### src/rtl/deslocador_barril_pipe_if.sv
// Handshake bundle for the pipelined barrel shifter: operation in, result out.
interface deslocador_barril_pipe_if #(
   parameter int unsigned WIDTH = 32,
   parameter int unsigned TAG_W = 4
) ();
   localparam int unsigned SHW = $clog2(WIDTH);

   logic             in_valid;
   logic             in_ready;
   logic [WIDTH-1:0] in_data;
   logic [SHW-1:0]   in_amt;
   logic [2:0]       in_op;
   logic [TAG_W-1:0] in_tag;

   logic             out_valid;
   logic             out_ready;
   logic [WIDTH-1:0] out_data;
   logic [TAG_W-1:0] out_tag;
   logic             out_carry;
   logic             out_zero;
   logic             out_err;

   // Producer/consumer side (drives operations, takes results)
   modport master (
      output in_valid, in_data, in_amt, in_op, in_tag, out_ready,
      input  in_ready, out_valid, out_data, out_tag, out_carry, out_zero, out_err
   );

   // Shifter side
   modport slave (
      input  in_valid, in_data, in_amt, in_op, in_tag, out_ready,
      output in_ready, out_valid, out_data, out_tag, out_carry, out_zero, out_err
   );
endinterface

### src/rtl/deslocador_barril_pipe.sv
// Pipelined shift/rotate unit. Each stage applies its own slice of the shift
// amount; the last stage's registers drive the result port directly.
module deslocador_barril_pipe #(
   parameter int unsigned WIDTH  = 32,
   parameter int unsigned STAGES = 2,
   parameter int unsigned TAG_W  = 4
) (
   input  logic                   clk,
   input  logic                   rst_n,
   input  logic                   flush,
   deslocador_barril_pipe_if.slave bus
);
   localparam int unsigned SHW   = $clog2(WIDTH);
   localparam int unsigned CHUNK = (SHW + STAGES - 1) / STAGES;
   localparam int unsigned LAST  = STAGES - 1;

   typedef enum logic [2:0] {
      OP_SLL = 3'b000,
      OP_SRL = 3'b001,
      OP_SRA = 3'b010,
      OP_ROL = 3'b011,
      OP_ROR = 3'b100,
      OP_SLA = 3'b101
   } op_e;

   // Amount bits handled by stage s: [s*CHUNK, (s+1)*CHUNK) clipped to SHW.
   function automatic logic [SHW-1:0] stage_mask(input int unsigned s);
      logic [SHW-1:0] m;
      m = '0;
      for (int unsigned b = 0; b < SHW; b++) begin
         if (b >= s * CHUNK && b < (s + 1) * CHUNK) m[b] = 1'b1;
      end
      return m;
   endfunction

   // One partial shift. Carry is the last bit pushed out; a zero partial
   // amount leaves the running carry untouched, so chaining partial shifts
   // yields the carry of the full shift.
   function automatic logic [WIDTH:0] shift_step(
      input logic [WIDTH-1:0] d,
      input logic             c,
      input logic [2:0]       op,
      input logic [SHW-1:0]   a
   );
      logic [WIDTH-1:0] r;
      logic             co;
      logic [SHW-1:0]   neg_a;
      logic [SHW-1:0]   a_m1;
      logic [WIDTH-2:0] low;
      r     = d;
      co    = c;
      neg_a = -a;             // WIDTH - a for a > 0
      a_m1  = a - SHW'(1);
      low   = d[WIDTH-2:0] << a;
      if (a != '0) begin
         case (op)
            OP_SLL: begin r = d << a;                        co = d[neg_a]; end
            OP_SRL: begin r = d >> a;                        co = d[a_m1];  end
            OP_SRA: begin r = $signed(d) >>> a;              co = d[a_m1];  end
            OP_ROL: begin r = (d << a) | (d >> neg_a);       co = d[neg_a]; end
            OP_ROR: begin r = (d >> a) | (d << neg_a);       co = d[a_m1];  end
            OP_SLA: begin r = {d[WIDTH-1], low};             co = d[~a];    end
            default: ;
         endcase
      end
      return {co, r};
   endfunction

   logic [STAGES-1:0] valid_q, valid_d, take;
   logic [WIDTH-1:0]  data_q  [STAGES];
   logic [WIDTH-1:0]  data_d  [STAGES];
   logic [SHW-1:0]    rem_q   [STAGES];
   logic [SHW-1:0]    rem_d   [STAGES];
   logic [2:0]        op_q    [STAGES];
   logic [2:0]        op_d    [STAGES];
   logic [TAG_W-1:0]  tag_q   [STAGES];
   logic [TAG_W-1:0]  tag_d   [STAGES];
   logic              carry_q [STAGES];
   logic              carry_d [STAGES];
   logic              err_q   [STAGES];
   logic              err_d   [STAGES];
   logic              zero_q, zero_d;

   logic              src_valid [STAGES];
   logic [WIDTH-1:0]  src_data  [STAGES];
   logic [SHW-1:0]    src_rem   [STAGES];
   logic [2:0]        src_op    [STAGES];
   logic [TAG_W-1:0]  src_tag   [STAGES];
   logic              src_carry [STAGES];
   logic              src_err   [STAGES];

   // A stage may load when it or any stage downstream is empty, or the consumer drains.
   always_comb begin
      logic chain;
      chain = bus.out_ready;
      for (int unsigned i = 0; i < STAGES; i++) begin
         chain = chain || !valid_q[LAST - i];
         take[LAST - i] = chain;
      end
   end

   assign bus.in_ready = !flush && take[0];

   // Feed each stage from its upstream neighbour (stage 0 from the input port).
   always_comb begin
      src_valid[0] = bus.in_valid;
      src_data[0]  = bus.in_data;
      src_rem[0]   = bus.in_amt;
      src_op[0]    = bus.in_op;
      src_tag[0]   = bus.in_tag;
      src_carry[0] = 1'b0;
      src_err[0]   = bus.in_op[2] & bus.in_op[1];
      for (int unsigned s = 1; s < STAGES; s++) begin
         src_valid[s] = valid_q[s-1];
         src_data[s]  = data_q[s-1];
         src_rem[s]   = rem_q[s-1];
         src_op[s]    = op_q[s-1];
         src_tag[s]   = tag_q[s-1];
         src_carry[s] = carry_q[s-1];
         src_err[s]   = err_q[s-1];
      end
   end

   // Next state of every stage: hold, load and apply this stage's amount slice, or flush.
   always_comb begin
      logic [WIDTH:0] res;
      res     = '0;
      valid_d = valid_q;
      zero_d  = zero_q;
      for (int unsigned s = 0; s < STAGES; s++) begin
         data_d[s]  = data_q[s];
         rem_d[s]   = rem_q[s];
         op_d[s]    = op_q[s];
         tag_d[s]   = tag_q[s];
         carry_d[s] = carry_q[s];
         err_d[s]   = err_q[s];
         if (flush) begin
            valid_d[s] = 1'b0;
         end else if (take[s]) begin
            valid_d[s] = src_valid[s];
            if (src_valid[s]) begin
               res        = shift_step(src_data[s], src_carry[s], src_op[s],
                                       src_rem[s] & stage_mask(s));
               data_d[s]  = res[WIDTH-1:0];
               carry_d[s] = res[WIDTH];
               rem_d[s]   = src_rem[s] & ~stage_mask(s);
               op_d[s]    = src_op[s];
               tag_d[s]   = src_tag[s];
               err_d[s]   = src_err[s];
            end
         end
      end
      if (!flush && take[LAST] && src_valid[LAST]) zero_d = (data_d[LAST] == '0);
   end

   // Stage registers; reset empties the pipe and zeroes the result port.
   always_ff @(posedge clk or negedge rst_n) begin
      if (!rst_n) begin
         valid_q <= '0;
         zero_q  <= 1'b0;
         for (int unsigned s = 0; s < STAGES; s++) begin
            data_q[s]  <= '0;
            rem_q[s]   <= '0;
            op_q[s]    <= '0;
            tag_q[s]   <= '0;
            carry_q[s] <= 1'b0;
            err_q[s]   <= 1'b0;
         end
      end else begin
         valid_q <= valid_d;
         zero_q  <= zero_d;
         for (int unsigned s = 0; s < STAGES; s++) begin
            data_q[s]  <= data_d[s];
            rem_q[s]   <= rem_d[s];
            op_q[s]    <= op_d[s];
            tag_q[s]   <= tag_d[s];
            carry_q[s] <= carry_d[s];
            err_q[s]   <= err_d[s];
         end
      end
   end

   assign bus.out_valid = valid_q[LAST];
   assign bus.out_data  = data_q[LAST];
   assign bus.out_tag   = tag_q[LAST];
   assign bus.out_carry = carry_q[LAST];
   assign bus.out_zero  = zero_q;
   assign bus.out_err   = err_q[LAST];
endmodule
### src/flat_wrapper.sv
// flat-port wrapper written by rule: the top's interface ports become plain ports
module deslocador_barril_pipe_flat 
#(
   parameter int unsigned WIDTH  = 32,
   parameter int unsigned STAGES = 2,
   parameter int unsigned TAG_W  = 4
)
  (clk, rst_n, flush, bus_in_valid, bus_in_data, bus_in_amt, bus_in_op, bus_in_tag, bus_out_ready, bus_in_ready, bus_out_valid, bus_out_data, bus_out_tag, bus_out_carry, bus_out_zero, bus_out_err);
  deslocador_barril_pipe_if #(.WIDTH(WIDTH), .TAG_W(TAG_W)) bus_i ();
  input  logic clk;
  input  logic rst_n;
  input  logic flush;
  input wire logic [$bits(bus_i.in_valid)-1:0] bus_in_valid;
  input wire logic [$bits(bus_i.in_data)-1:0] bus_in_data;
  input wire logic [$bits(bus_i.in_amt)-1:0] bus_in_amt;
  input wire logic [$bits(bus_i.in_op)-1:0] bus_in_op;
  input wire logic [$bits(bus_i.in_tag)-1:0] bus_in_tag;
  input wire logic [$bits(bus_i.out_ready)-1:0] bus_out_ready;
  output wire logic [$bits(bus_i.in_ready)-1:0] bus_in_ready;
  output wire logic [$bits(bus_i.out_valid)-1:0] bus_out_valid;
  output wire logic [$bits(bus_i.out_data)-1:0] bus_out_data;
  output wire logic [$bits(bus_i.out_tag)-1:0] bus_out_tag;
  output wire logic [$bits(bus_i.out_carry)-1:0] bus_out_carry;
  output wire logic [$bits(bus_i.out_zero)-1:0] bus_out_zero;
  output wire logic [$bits(bus_i.out_err)-1:0] bus_out_err;
  assign bus_i.in_valid = bus_in_valid;
  assign bus_i.in_data = bus_in_data;
  assign bus_i.in_amt = bus_in_amt;
  assign bus_i.in_op = bus_in_op;
  assign bus_i.in_tag = bus_in_tag;
  assign bus_i.out_ready = bus_out_ready;
  assign bus_in_ready = bus_i.in_ready;
  assign bus_out_valid = bus_i.out_valid;
  assign bus_out_data = bus_i.out_data;
  assign bus_out_tag = bus_i.out_tag;
  assign bus_out_carry = bus_i.out_carry;
  assign bus_out_zero = bus_i.out_zero;
  assign bus_out_err = bus_i.out_err;
  deslocador_barril_pipe #(.WIDTH(WIDTH), .STAGES(STAGES), .TAG_W(TAG_W)) u_core (.clk(clk), .rst_n(rst_n), .flush(flush), .bus(bus_i));
endmodule
### config.mk
export PLATFORM = sky130hd
export DESIGN_NAME = deslocador_barril_pipe_flat
export DESIGN_NICKNAME = d
export VERILOG_FILES = /design/src/rtl/deslocador_barril_pipe_if.sv /design/src/rtl/deslocador_barril_pipe.sv /design/src/flat_wrapper.sv
export SDC_FILE = /design/constraint.sdc
export NUM_CORES = 1
export LEC_CHECK = 0
export CAP_MARGIN = 20
export CORE_MARGIN = 2
export CORE_UTILIZATION = 35
export CTS_CLUSTER_SIZE = 40
export DETAILED_ROUTE_END_ITERATION = 12
export DONT_BUFFER_PORTS = 1
export GPL_TIMING_DRIVEN = 0
export SLEW_MARGIN = 20
export SYNTH_ARGS = -nofsm -noshare
export SYNTH_HDL_FRONTEND = slang
export SYNTH_SLANG_ARGS = --single-unit
### constraint.sdc
create_clock -name clk -period 4.8 [get_ports clk]
set_input_delay 1.44 -clock clk [delete_from_list [all_inputs] [get_ports clk]]
set_output_delay 1.44 -clock clk [all_outputs]
set_load 0.05 [all_outputs]
Yosys cells after proc, flatten, opt, wreduce, memory -nomap -nowiden. Index checks and enable logic that the tools add are counted.

Register bits: 87. Input bits: 49. Output and inout bits: 41. Logic and storage cells: 111.

$add $sub $neg: 4. Magnitude comparators: 6. Equality and inequality tests: 10. Shift operators: 12. Mux-type cells: 33. Bitwise operators: 12. Reduce and logical (&&, ||, !) cells: 21.

Operators by type and width (number): one-hot mux 32 bit (6 select lines) (2); two-way mux 32 bit (5); OR 32 bit (4); left shift 32 x 5 -> 32 bit (4); >> shifter 32 x 5 -> 32 bit (4); >>> shifter 32 x 5 -> 32 bit (2); left shift 31 x 5 -> 31 bit (2); < comparator 5 x 6 -> 1 bit (second input constant) (6); zero test 32 bit (1); binary-select mux 1 bit (select 5 bit) (6); two-way mux 1 bit (18); equality test 3 x 2 -> 1 bit (second input constant) (4); equality test 3 bit (second input constant) (4); bitwise AND 5 bit (2); negation 5 bit (2); inverter 5 bit (2); nonzero test 5 bit (2); subtractor 5 x 1 -> 5 bit (second input constant) (2); equality test 3 x 1 -> 1 bit (second input constant) (2); zero test 3 bit (2); one-hot mux 1 bit (3 select lines) (2); AND reduction 3 bit (2); OR reduction 3 bit (2); bitwise AND 5 x 3 -> 5 bit (1); other kinds (8) (15).

Longest topological paths before layout. Gate-level depths: netlist of run 1.

Depth after elaboration: 14. Depth in mapped cells: 16. Depth with buffers taken out: 11.

Worst setup path after synthesis of run 1. No wires, ideal clock.

Path type: input-to-reg. From: input bus_in_amt[0]. To: register u_core.data_q[47] (netlist name). Setup time: 0.118 ns. Data arrival time: 4.530 ns. Data required time: 4.682 ns. Setup slack: 0.151 ns. Stages on the path: 15. Path buffers: 7. Cells stage by stage: buf_2 clkinv_1 clkbuf_1 clkbuf_1 ha_1 clkbuf_1 buf_2 buf_1 clkbuf_1 nor2_1 a22oi_1 o21ai_0 a22oi_1 a211oi_1 a21o_1.

Longest elaborated chain between the ends: 6. Elaborated cells on any way between the ends: 13. Classes of those cells: add/sub (1); shift (6); mux (2); bitwise (3); reduce/logical (1).

RTL lines: start, declared (line flat_wrapper.sv:15) `input wire logic [$bits(bus_i.in_amt)-1:0] bus_in_amt;`; bitwise AND 5 x 3 -> 5 bit (*) (line deslocador_barril_pipe.sv:143) `src_rem[s] & stage_mask(s));`; negation 5 bit (line deslocador_barril_pipe.sv:52) `neg_a = -a;`; left shift 32 x 5 -> 32 bit or >> shifter 32 x 5 -> 32 bit (tied branches) (line deslocador_barril_pipe.sv:61, deslocador_barril_pipe.sv:60); OR 32 bit (on tied branches) (line deslocador_barril_pipe.sv:61, deslocador_barril_pipe.sv:60); one-hot mux 32 bit (6 select lines) (line deslocador_barril_pipe.sv:56) `case (op)`; two-way mux 32 bit (*) (line deslocador_barril_pipe.sv:55) `if (a != '0) begin`; end signal, assigned by index (line deslocador_barril_pipe.sv:173) `data_q[s] <= data_d[s];`; end, declared (line deslocador_barril_pipe.sv:70) `logic [WIDTH-1:0] data_q [STAGES];`.

Every way passes the cells marked *; elsewhere a longest branch is shown, timed or not. A chain may end at the register's enable or synchronous reset.

Worst setup path after layout of run 1.
From: input bus_in_amt[0]. To: register u_core.data_q[59] (netlist name).

The elaborated chain is that of the path after synthesis.

==> impl_metrics.ini, run 1 <==
[clock_network]
clkLatencyLatePin_ns = 0.35
clock_tree.buffer_depth = 2
cts.sinks = 84
path_clk_slew_ns = 0.07
cts-hold-fix-buffers = 0
cts_max_level = 3
cts_tree = done
root_buffer = clkbuf_16
numCtsBuffers = 9

[detailed_routing]
drc = 0
vias = 11316
dr.pass1.iters = 6
viasPerCell = 6.65
drtIter0Drc = 1410
ant_nets = 0
wl_per_cell_um = 31.1
wirelength_mm = 52.9

[grt]
grt_pass1_wl_mm = 76.9
grt.total_usage = 0.346
antenna_found_initial = 0
grt_pass1_vias = 11038
gr-total-overflow = 0
grt_max_degree = 85

[setup_path]
worstSetupStartpoint = bus_in_amt[0]
r2r-end = u_core.bus.out_zero$_DFFE_PN0P_
rr_worst_depth = 13
path_class = in2reg
reg2reg_from = u_core.rem_q[9]$_DFFE_PN0P_
crit_fanout = 10
worst_setup_path_start_kind = primary input
crit_path_end_kind = register
crit_end = u_core.data_q[59]$_DFFE_PN0P_
arrival_ns = 4.95
cp_data_required_time_ns = 5.05
rrSetupSlack_ns = 0.1

[placement]
post-place-ws_ns = -1.53
place_congestion = 1.06
numPortBuffers = 0
place_inst = 1686
placement.cell_area_mm2 = 0.0105
hpwlAfterDp_mm = 40.7

[cells_and_area]
area_growth_syn_to_layout_pct = 9.72
nFillCells = 3000
diodes = 0
final_net_count = 1371
layout-drive-gt1-share = 0.149
final_cell_mix = nand2_1 (164), o21ai_0 (122), mux2i_1 (114), nor2_1 (111), dfrtp_1 (84)
finalInstanceArea_mm2 = 0.0109
stdcell_count = 1702
final_common_cell = nand2_1

[yosys]
ys_async_sr_fraction = 1.00
syn_nets = 1359
ys_warn_count = 0
syn_area_per_cell_um2 = 7.63
synthCells = 1307
synth_area_mm2 = 0.00997
yosysSeqAreaShare = 0.211
ys_ff_latch = 84
synth-main-ff-cell = dfrtp_1
synth_edf_count = 0
yosysUniqueCellTypes = 91

[timing]
slew_headroom = 0.216
fin_worst_skew_ns = 0.00785
finalCritPeriodShare = 0.980
tns_ns = 0
fmax_ghz = 0.213
finalWorstSetupSlack_ns = 0.0959
setup_viol = 0
worst_pin_slew_ns = 1.18
hold_violations = 0
slew_viol_final = 0
min_period_ns = 4.70

[power]
p_leak_uw = 0.00448
total_power_uw = 4060
peakVddDrop_mv = 0.192
power_density_mw_per_mm2 = 371

[die]
placeableCoreArea_mm2 = 0.0279
die_w_um = 173
fp.dieH_um = 173
num_rows = 61
dieArea_mm2 = 0.0299
start_util = 0.357
num_io_pins = 90

[job]
maxCapViolCount = 0

[outcome]
status = completed

[hold_path]
hold_class = reg2reg
[critical path: stages]
cell and delay (ns):
clkbuf_4 0.22, clkinv_2 0.18, buf_2 0.25, clkbuf_4 0.25, ha_1 0.23, ha_1 0.48
clkbuf_4 0.34, clkbuf_2 0.31, o21ai_0 0.23, a222oi_1 0.63, a211oi_1 0.18, a21o_1 0.18
[layout make-up]
type	instances	area [um^2]	share of cell area
multi-input cells	1041	7090	0.648
flip-flops and latches	84	2100	0.192
plain buffers	158	830	0.0758
well taps	378	473	0.0432
clock buffers	10	239	0.0218
clock inverters	6	93.8	0.00858
inverters	21	85.1	0.00777
repair buffers	4	33.8	0.00309
[how the worst min path moves through the flow]
stage                                   from                           endpoint  cells after the start
4_1_cts        u_core.src_tag[1]$_DFFE_PN0P_  u_core.bus.out_tag[1]$_DFFE_PN0P_                      2
2_1_floorplan    u_core.err_q[1]$_DFFE_PN0P_     u_core.bus.out_err$_DFFE_PN0P_                      2
6_report       u_core.src_tag[1]$_DFFE_PN0P_  u_core.bus.out_tag[1]$_DFFE_PN0P_                      2
5_1_grt        u_core.src_tag[0]$_DFFE_PN0P_  u_core.bus.out_tag[0]$_DFFE_PN0P_                      2
3_5_place_dp   u_core.src_tag[1]$_DFFE_PN0P_  u_core.bus.out_tag[1]$_DFFE_PN0P_                      2
3_3_place_gp   u_core.src_tag[3]$_DFFE_PN0P_  u_core.bus.out_tag[3]$_DFFE_PN0P_                      2
[stage by stage]
step,hold slack (ns),utilization
after global placement,0.452,0.374
final,0.469,0.392
after CTS,0.472,0.390
after detailed placement,0.455,0.375
after global routing,0.498,0.392
after floorplan,0.439,-
[state kept, by name, summed over array words and instances (netlist names)]
signal	count
u_core.bus.out_zero	1
u_core.op_q	3
u_core.bus.out_data	32
u_core.carry_q	1
u_core.bus.out_tag	4
u_core.data_q	32
u_core.err_q	1
u_core.bus.out_err	1
u_core.src_tag	4
u_core.rem_q	2
u_core.valid_q	2
u_core.bus.out_carry	1
[Yosys cell counts, drive strengths merged (14+ instances only)]
cell type | n | share of area
a211oi | 29 | 0.022
a21o | 22 | 0.017
a21oi | 77 | 0.039
a221oi | 14 | 0.013
a22oi | 16 | 0.012
buf | 89 | 0.053
clkbuf | 72 | 0.027
dfrtp | 84 | 0.21
inv | 19 | 0.0072
mux2 | 37 | 0.042
mux2i | 116 | 0.12
mux4 | 16 | 0.036
nand2 | 164 | 0.062
nand2b | 20 | 0.013
nand3 | 24 | 0.012
nor2 | 111 | 0.042
nor2b | 15 | 0.0094
nor3 | 17 | 0.0095
o211ai | 27 | 0.020
o21ai | 132 | 0.066
o221ai | 17 | 0.015
o22ai | 23 | 0.014
[layer usage]
metal  part of all wire  GRT usage  wire, um
met5                  0          0         0
met4              0.085      0.248      4490
met3              0.078     0.0526      4110
met2               0.46      0.568     24200
met1               0.38      0.413     20100
[report_power, final]
group	leakage [uW]	switching [uW]	internal, uW
Clock	0.000160	317	475
Combinational	0.00327	1460	718
Sequential	0.00105	233	866
Total	0.00448	2010	2060
[what timing repair did]
item / 4_1_cts / 5_1_grt
endpoints found under the setup margin: 34 / 19
resized for setup: 37 / 11
buffers inserted: 0 / 3
pin swaps: 1 / 3
[logic make-up after synthesis]
group / Yosys count / share of synthesized area
flops: 84 / 0.211
mux: 169 / 0.194
xor+xnor: 6 / 0.00602
simple gates: 415 / 0.197
buf+inv: 182 / 0.0887
compound gates: 447 / 0.298
fa+ha+maj: 4 / 0.00477
(Power assumes the default switching activity.)
==> run 2, diff against run 1 <==
- CORE_ASPECT_RATIO: not set -> 1.2
- CORE_MARGIN: 2 -> 8
- RECOVER_POWER: not set -> 50
==> run 2 against run 1 <==
Net effect:
- critical path depth grew 1
- clock power shrank 7.4%
- flip-flop and latch count is the same
- critical path type unchanged
- design area shrank 1.3%
- cell count shrank 0.24%
- highest routed layer is now met5
- combinational power shrank 3%
- count of clock-buffer cells in the layout shrank 1
- routed wire length shrank 3.4%
- fmax shrank 0.85%
- die area grew 14%
==> impl_metrics.ini, run 2 (synthesis gave the netlist of run 1 again) <==
[die]
num_io_pins = 90
start_util = 0.356
placeableCoreArea_mm2 = 0.0280
num_rows = 67
dieArea_mm2 = 0.0342
fp.dieH_um = 201
die_w_um = 170

[power]
p_leak_uw = 0.00438
power_density_mw_per_mm2 = 363
power_frac_seq = 0.278
p_clk_frac = 0.187
peakVddDrop_mv = 0.181
switching_share = 0.505
share_comb_of_total_power = 0.535
p_int_uw = 1940
switchingPower_uw = 1980

[timing]
finalCritPeriodShare = 0.988
fin_worst_skew_ns = 0.0111
slew_headroom = 0.237
finalWorstSetupSlack_ns = 0.0555
slew_viol_final = 0
rsz0062_at_grt = false
holdWs_ns = 0.474
setup_viol = 0
hold_violations = 0
fmax_ghz = 0.211
worst_pin_slew_ns = 1.14
min_period_ns = 4.74

[placement]
place_congestion = 1.09
numPortBuffers = 0
place_inst = 1686
hpwlAfterDp_mm = 39.2
post-place-ws_ns = -1.36

[setup_path]
crit_chain = clkbuf_4, inv_4, clkbuf_2, clkbuf_2, ha_1, clkbuf_1, buf_4, buf_4, clkbuf_4, o41ai_1, a22oi_1, a211oi_1, a21o_1
crit_path_end_kind = register
path_class = in2reg
arrival_ns = 5.04
crit_fanout = 10
cpPeakStageDelay_ns = 0.86
worst-path-buf-inv = 8
worst_setup_path_start_kind = primary input
cp_data_required_time_ns = 5.10
path_delay_family = buffers and inverters
slowest_stage = o41ai_1

[clock_network]
numCtsBuffers = 9
path_clk_slew_ns = 0.07
cts_tree = done
root_buffer = clkbuf_16
clock_tree.buffer_depth = 2
clkLatencyLatePin_ns = 0.36
cts.sinks = 84
cts_max_level = 3

[grt]
grt_pass1_vias = 11128
grt_max_degree = 85
grt_pass1_wl_mm = 75.4
grt.total_usage = 0.293
antenna_found_initial = 1
gr-total-overflow = 0

[cells_and_area]
final_net_count = 1366
area_growth_syn_to_layout_pct = 8.29
stdcell_count = 1698
final_common_cell = nand2_1
diodes = 0
final_cell_mix = nand2_1 (164), o21ai_0 (125), mux2i_1 (112), nor2_1 (111), dfrtp_1 (84)
layout-drive-gt1-share = 0.131

[detailed_routing]
vias = 11389
viasPerCell = 6.71
drtIter0Drc = 1386
wirelength_mm = 51.1
drc = 0
dr.pass1.iters = 7
wl_per_cell_um = 30.1
ant_nets = 0

[job]
maxCapViolCount = 0

[outcome]
status = completed

[hold_path]
hold_class = reg2reg
-- run 2: cell types whose count changed in the layout (fill, tap and decap cells not counted), sizes merged --
cell,delta
bufinv,-1
buf,-23
clkbuf,+17
clkinv,+1
inv,+2
clkinvlp,-1
-- run 2: final cells by class --
| type | instances | area, um^2 |
|---|---|---|
| Inverter | 21 | 86.3 |
| Clock buffer | 9 | 225 |
| Buffer | 157 | 752 |
| Fill cell | 3043 | 17200 |
| Clock inverter | 7 | 83.8 |
| Sequential cell | 84 | 2100 |
| Tap cell | 379 | 474 |
| Multi-Input combinational cell | 1041 | 7080 |
-- run 2: final timing paths --
| path | start | end | slack [ns] | cells after the start |
|---|---|---|---|---|
| min in group asynchronous | rst_n | u_core.bus.out_data[23]$_DFF_PN0_ | 0.77 | 0 |
| worst max register to register | u_core.rem_q[8]$_DFFE_PN0P_ | u_core.bus.out_zero$_DFFE_PN0P_ | 0.21 | 12 |
| worst max-delay path | bus_in_amt[0] | u_core.data_q[48]$_DFFE_PN0P_ | 0.06 | 13 |
| worst min-delay path | u_core.src_tag[1]$_DFFE_PN0P_ | u_core.bus.out_tag[1]$_DFFE_PN0P_ | 0.47 | 2 |
| worst min register to register | u_core.src_tag[1]$_DFFE_PN0P_ | u_core.bus.out_tag[1]$_DFFE_PN0P_ | 0.47 | 2 |
| max in group asynchronous | rst_n | u_core.bus.out_data[3]$_DFF_PN0_ | 3.89 | 0 |
-- run 2: repair_timing --
action | CTS | global route
buffers inserted | 0 | 0
hold endpoints to repair | 0 | 0
setup endpoints to repair | 34 | 30
hold buffers | 0 | 0
gates resized for setup | 28 | 15
pin swaps | 1 | 0
-- run 2: stage by stage --
stage	total power (uW)	cell area [um^2]	utilization	TNS (ns)
5_1_grt	4090	10800	0.386	0
2_1_floorplan	2580	9970	-	0
6_report	3920	10800	0.386	0
3_5_place_dp	3160	10500	0.374	-31.74
4_1_cts	3910	10800	0.387	0
3_3_place_gp	3160	10400	0.373	-33.68
-- run 2: power by group through the flow --
stage	registers, uW	clock network [uW]	logic (uW)
after global placement	1100	0	2060
after CTS	1080	745	2080
after floorplan	1010	0	1570
final	1090	733	2100
after global routing	1110	770	2210
after detailed placement	1100	0	2060
-- run 2: layer usage --
| metal | vias to the layer above | share of wire | global-route usage |
|---|---|---|---|
| li1 | 4870 | - | - |
| met1 | 5394 | 0.36 | 0.340 |
| met2 | 887 | 0.45 | 0.462 |
| met3 | 236 | 0.11 | 0.0724 |
| met4 | 2 | 0.085 | 0.215 |
| met5 | - | 0.00029 | 0 |
-- run 2: worst reg2reg max path: cells and delay by family, from the launching register on --
family	cells	cell delay (ns)
AND/OR/NAND/NOR	3	1.07
flip-flops	1	0.38
buffers and inverters	4	1.08
adder cells (fa/ha/maj)	1	0.40
AO/OA/AOI/OAI	4	1.59
==> run 3, diff against run 2 <==
- CTS_BUF_LIST: not set -> sky130_fd_sc_hd__clkbuf_8
- GPL_TIMING_DRIVEN: 0 -> not set
==> run 3 against run 2 <==
Net effect:
- setup slack better by 0.76 ns
- first-iteration DRC count is 11% lower
- global-route usage fell by 5.6 points
- hold slack better by 0.0015 ns
- sequential power rose by 35%
- clock skew grew 0.0039 ns
- critical path type is now reg2reg
- flip-flop and latch count stayed put
- fmax is 19% higher
- via count shrank 9.9%
- count of clock-buffer cells in the layout increased by 1
- register-to-register slack better by 0.61 ns
- sequential share of layout area up 1.1 points
==> impl_metrics.ini, run 3 (synthesis gave the netlist of run 1 again) <==
[outcome]
status = completed

[power]
peakVddDrop_mv = 0.249
power_density_mw_per_mm2 = 346
p_leak_uw = 0.00413

[setup_path]
crit_path_end_kind = register
slowest_stage = nor3b_1
cpPeakStageDelay_ns = 0.98
crit_fanout = 27
arrival_ns = 4.32
crit_chain = nor3b_1, a21o_2, a22oi_1, a221o_1, or4_1, nor4_1, and4_1, a32o_2
cp_data_required_time_ns = 5.14
worst_setup_path_start_kind = register
path_class = reg2reg

[placement]
hpwlAfterDp_mm = 29.7
numPortBuffers = 0
post-place-ws_ns = 0.680
place_congestion = 1.00

[clock_network]
cts_resized = 0
cts.sinks = 84
clkLatencyLatePin_ns = 0.40
cts_tree = done
numCtsBuffers = 9
path_clk_slew_ns = 0.10
cts_max_level = 3
cts-hold-fix-buffers = 0
clock_tree.buffer_depth = 2
root_buffer = clkbuf_8
cts_setup_buffers = 0

[grt]
grt.met2_usage = 0.372
busiest_layer = met2
use_met3 = 0.0456
gr-total-overflow = 0
grt.total_usage = 0.237
grt_pass1_vias = 9619
grt_pass1_wl_mm = 62.6
grt_use_met1 = 0.305
antenna_found_initial = 0
grt_max_degree = 85

[timing]
setup_viol = 0
finalWorstSetupSlack_ns = 0.820
slew_headroom = 0.246
hold_violations = 0
min_period_ns = 3.98
rsz0062_at_grt = false
fin_worst_skew_ns = 0.0150
fmax_ghz = 0.251
holdWs_ns = 0.476
tns_ns = 0
worst_pin_slew_ns = 1.13
finalCritPeriodShare = 0.829
slew_viol_final = 0

[detailed_routing]
dr.pass1.iters = 5
wirelength_mm = 41.3
ant_nets = 0
vias = 10260
viasPerCell = 6.50
drc = 0
drtIter0Drc = 1228
wl_per_cell_um = 26.1

[cells_and_area]
final_net_count = 1245
layout-drive-gt1-share = 0.116
nFillCells = 3058
area_growth_syn_to_layout_pct = 2.40
final_cell_mix = nand2_1 (162), o21ai_0 (128), mux2i_1 (116), nor2_1 (111), dfrtp_1 (83)
final_common_cell = nand2_1

[die]
die_w_um = 170
num_io_pins = 90
fp.dieH_um = 201
dieArea_mm2 = 0.0342
placeableCoreArea_mm2 = 0.0280
start_util = 0.356
num_rows = 67

[hold_path]
hold_class = reg2reg

[job]
maxCapViolCount = 0
==> run 3: worst paths after layout <==
check / from / to / slack, ns / cells after the start
max: u_core.op_q[5]$_DFFE_PN0P_ / u_core.bus.out_zero$_DFFE_PN0P_ / 0.82 / 8
min: u_core.src_tag[3]$_DFFE_PN0P_ / u_core.bus.out_tag[3]$_DFFE_PN0P_ / 0.48 / 2
max reg2reg: u_core.op_q[5]$_DFFE_PN0P_ / u_core.bus.out_zero$_DFFE_PN0P_ / 0.82 / 8
min reg2reg: u_core.src_tag[3]$_DFFE_PN0P_ / u_core.bus.out_tag[3]$_DFFE_PN0P_ / 0.48 / 2
max in group asynchronous: rst_n / u_core.bus.out_tag[0]$_DFFE_PN0P_ / 3.93 / 0
min in group asynchronous: rst_n / u_core.valid_q[1]$_DFFE_PN0P_ / 0.73 / 0
==> run 3: final cells by class <==
| class | count | area (um^2) | area share |
|---|---|---|---|
| Antenna cell | 1 | 2.50 | 0.000245 |
| Clock buffer | 10 | 138 | 0.0135 |
| Clock inverter | 6 | 119 | 0.0116 |
| Inverter | 21 | 78.8 | 0.00772 |
| Multi-Input combinational cell | 1041 | 7000 | 0.686 |
| Sequential cell | 84 | 2100 | 0.206 |
| Tap cell | 379 | 474 | 0.0464 |
| Timing Repair Buffer | 36 | 295 | 0.0289 |
==> run 3: layer usage <==
layer / vias to the layer above / part of all wire
met5: - / 0
met4: 0 / 0.046
met3: 122 / 0.099
met2: 627 / 0.46
met1: 4889 / 0.40
li1: 4622 / -
==> run 3: worst max-delay path, delay by kind of cell, from the launching register on <==
kind               cells  cell delay [ns]
AOI/OAI and AO/OA      4             0.97
and+or+nand+nor        4             2.06
DFF                    1             0.88
==> run 3: stage by stage <==
step / util / total power, uW / cell area [um^2] / instances
floorplan: - / 2580 / 9970 / 1307
global placement: 0.356 / 2850 / 9970 / 1561
detailed placement: 0.356 / 2860 / 9970 / 1561
CTS: 0.365 / 3530 / 10200 / 1577
global route: 0.365 / 3720 / 10200 / 1577
finish: 0.365 / 3540 / 10200 / 1578
==> run 3: power by group <==
group / switching [uW] / internal, uW
Combinational: 839 / 572
Sequential: 608 / 858
Clock: 293 / 366
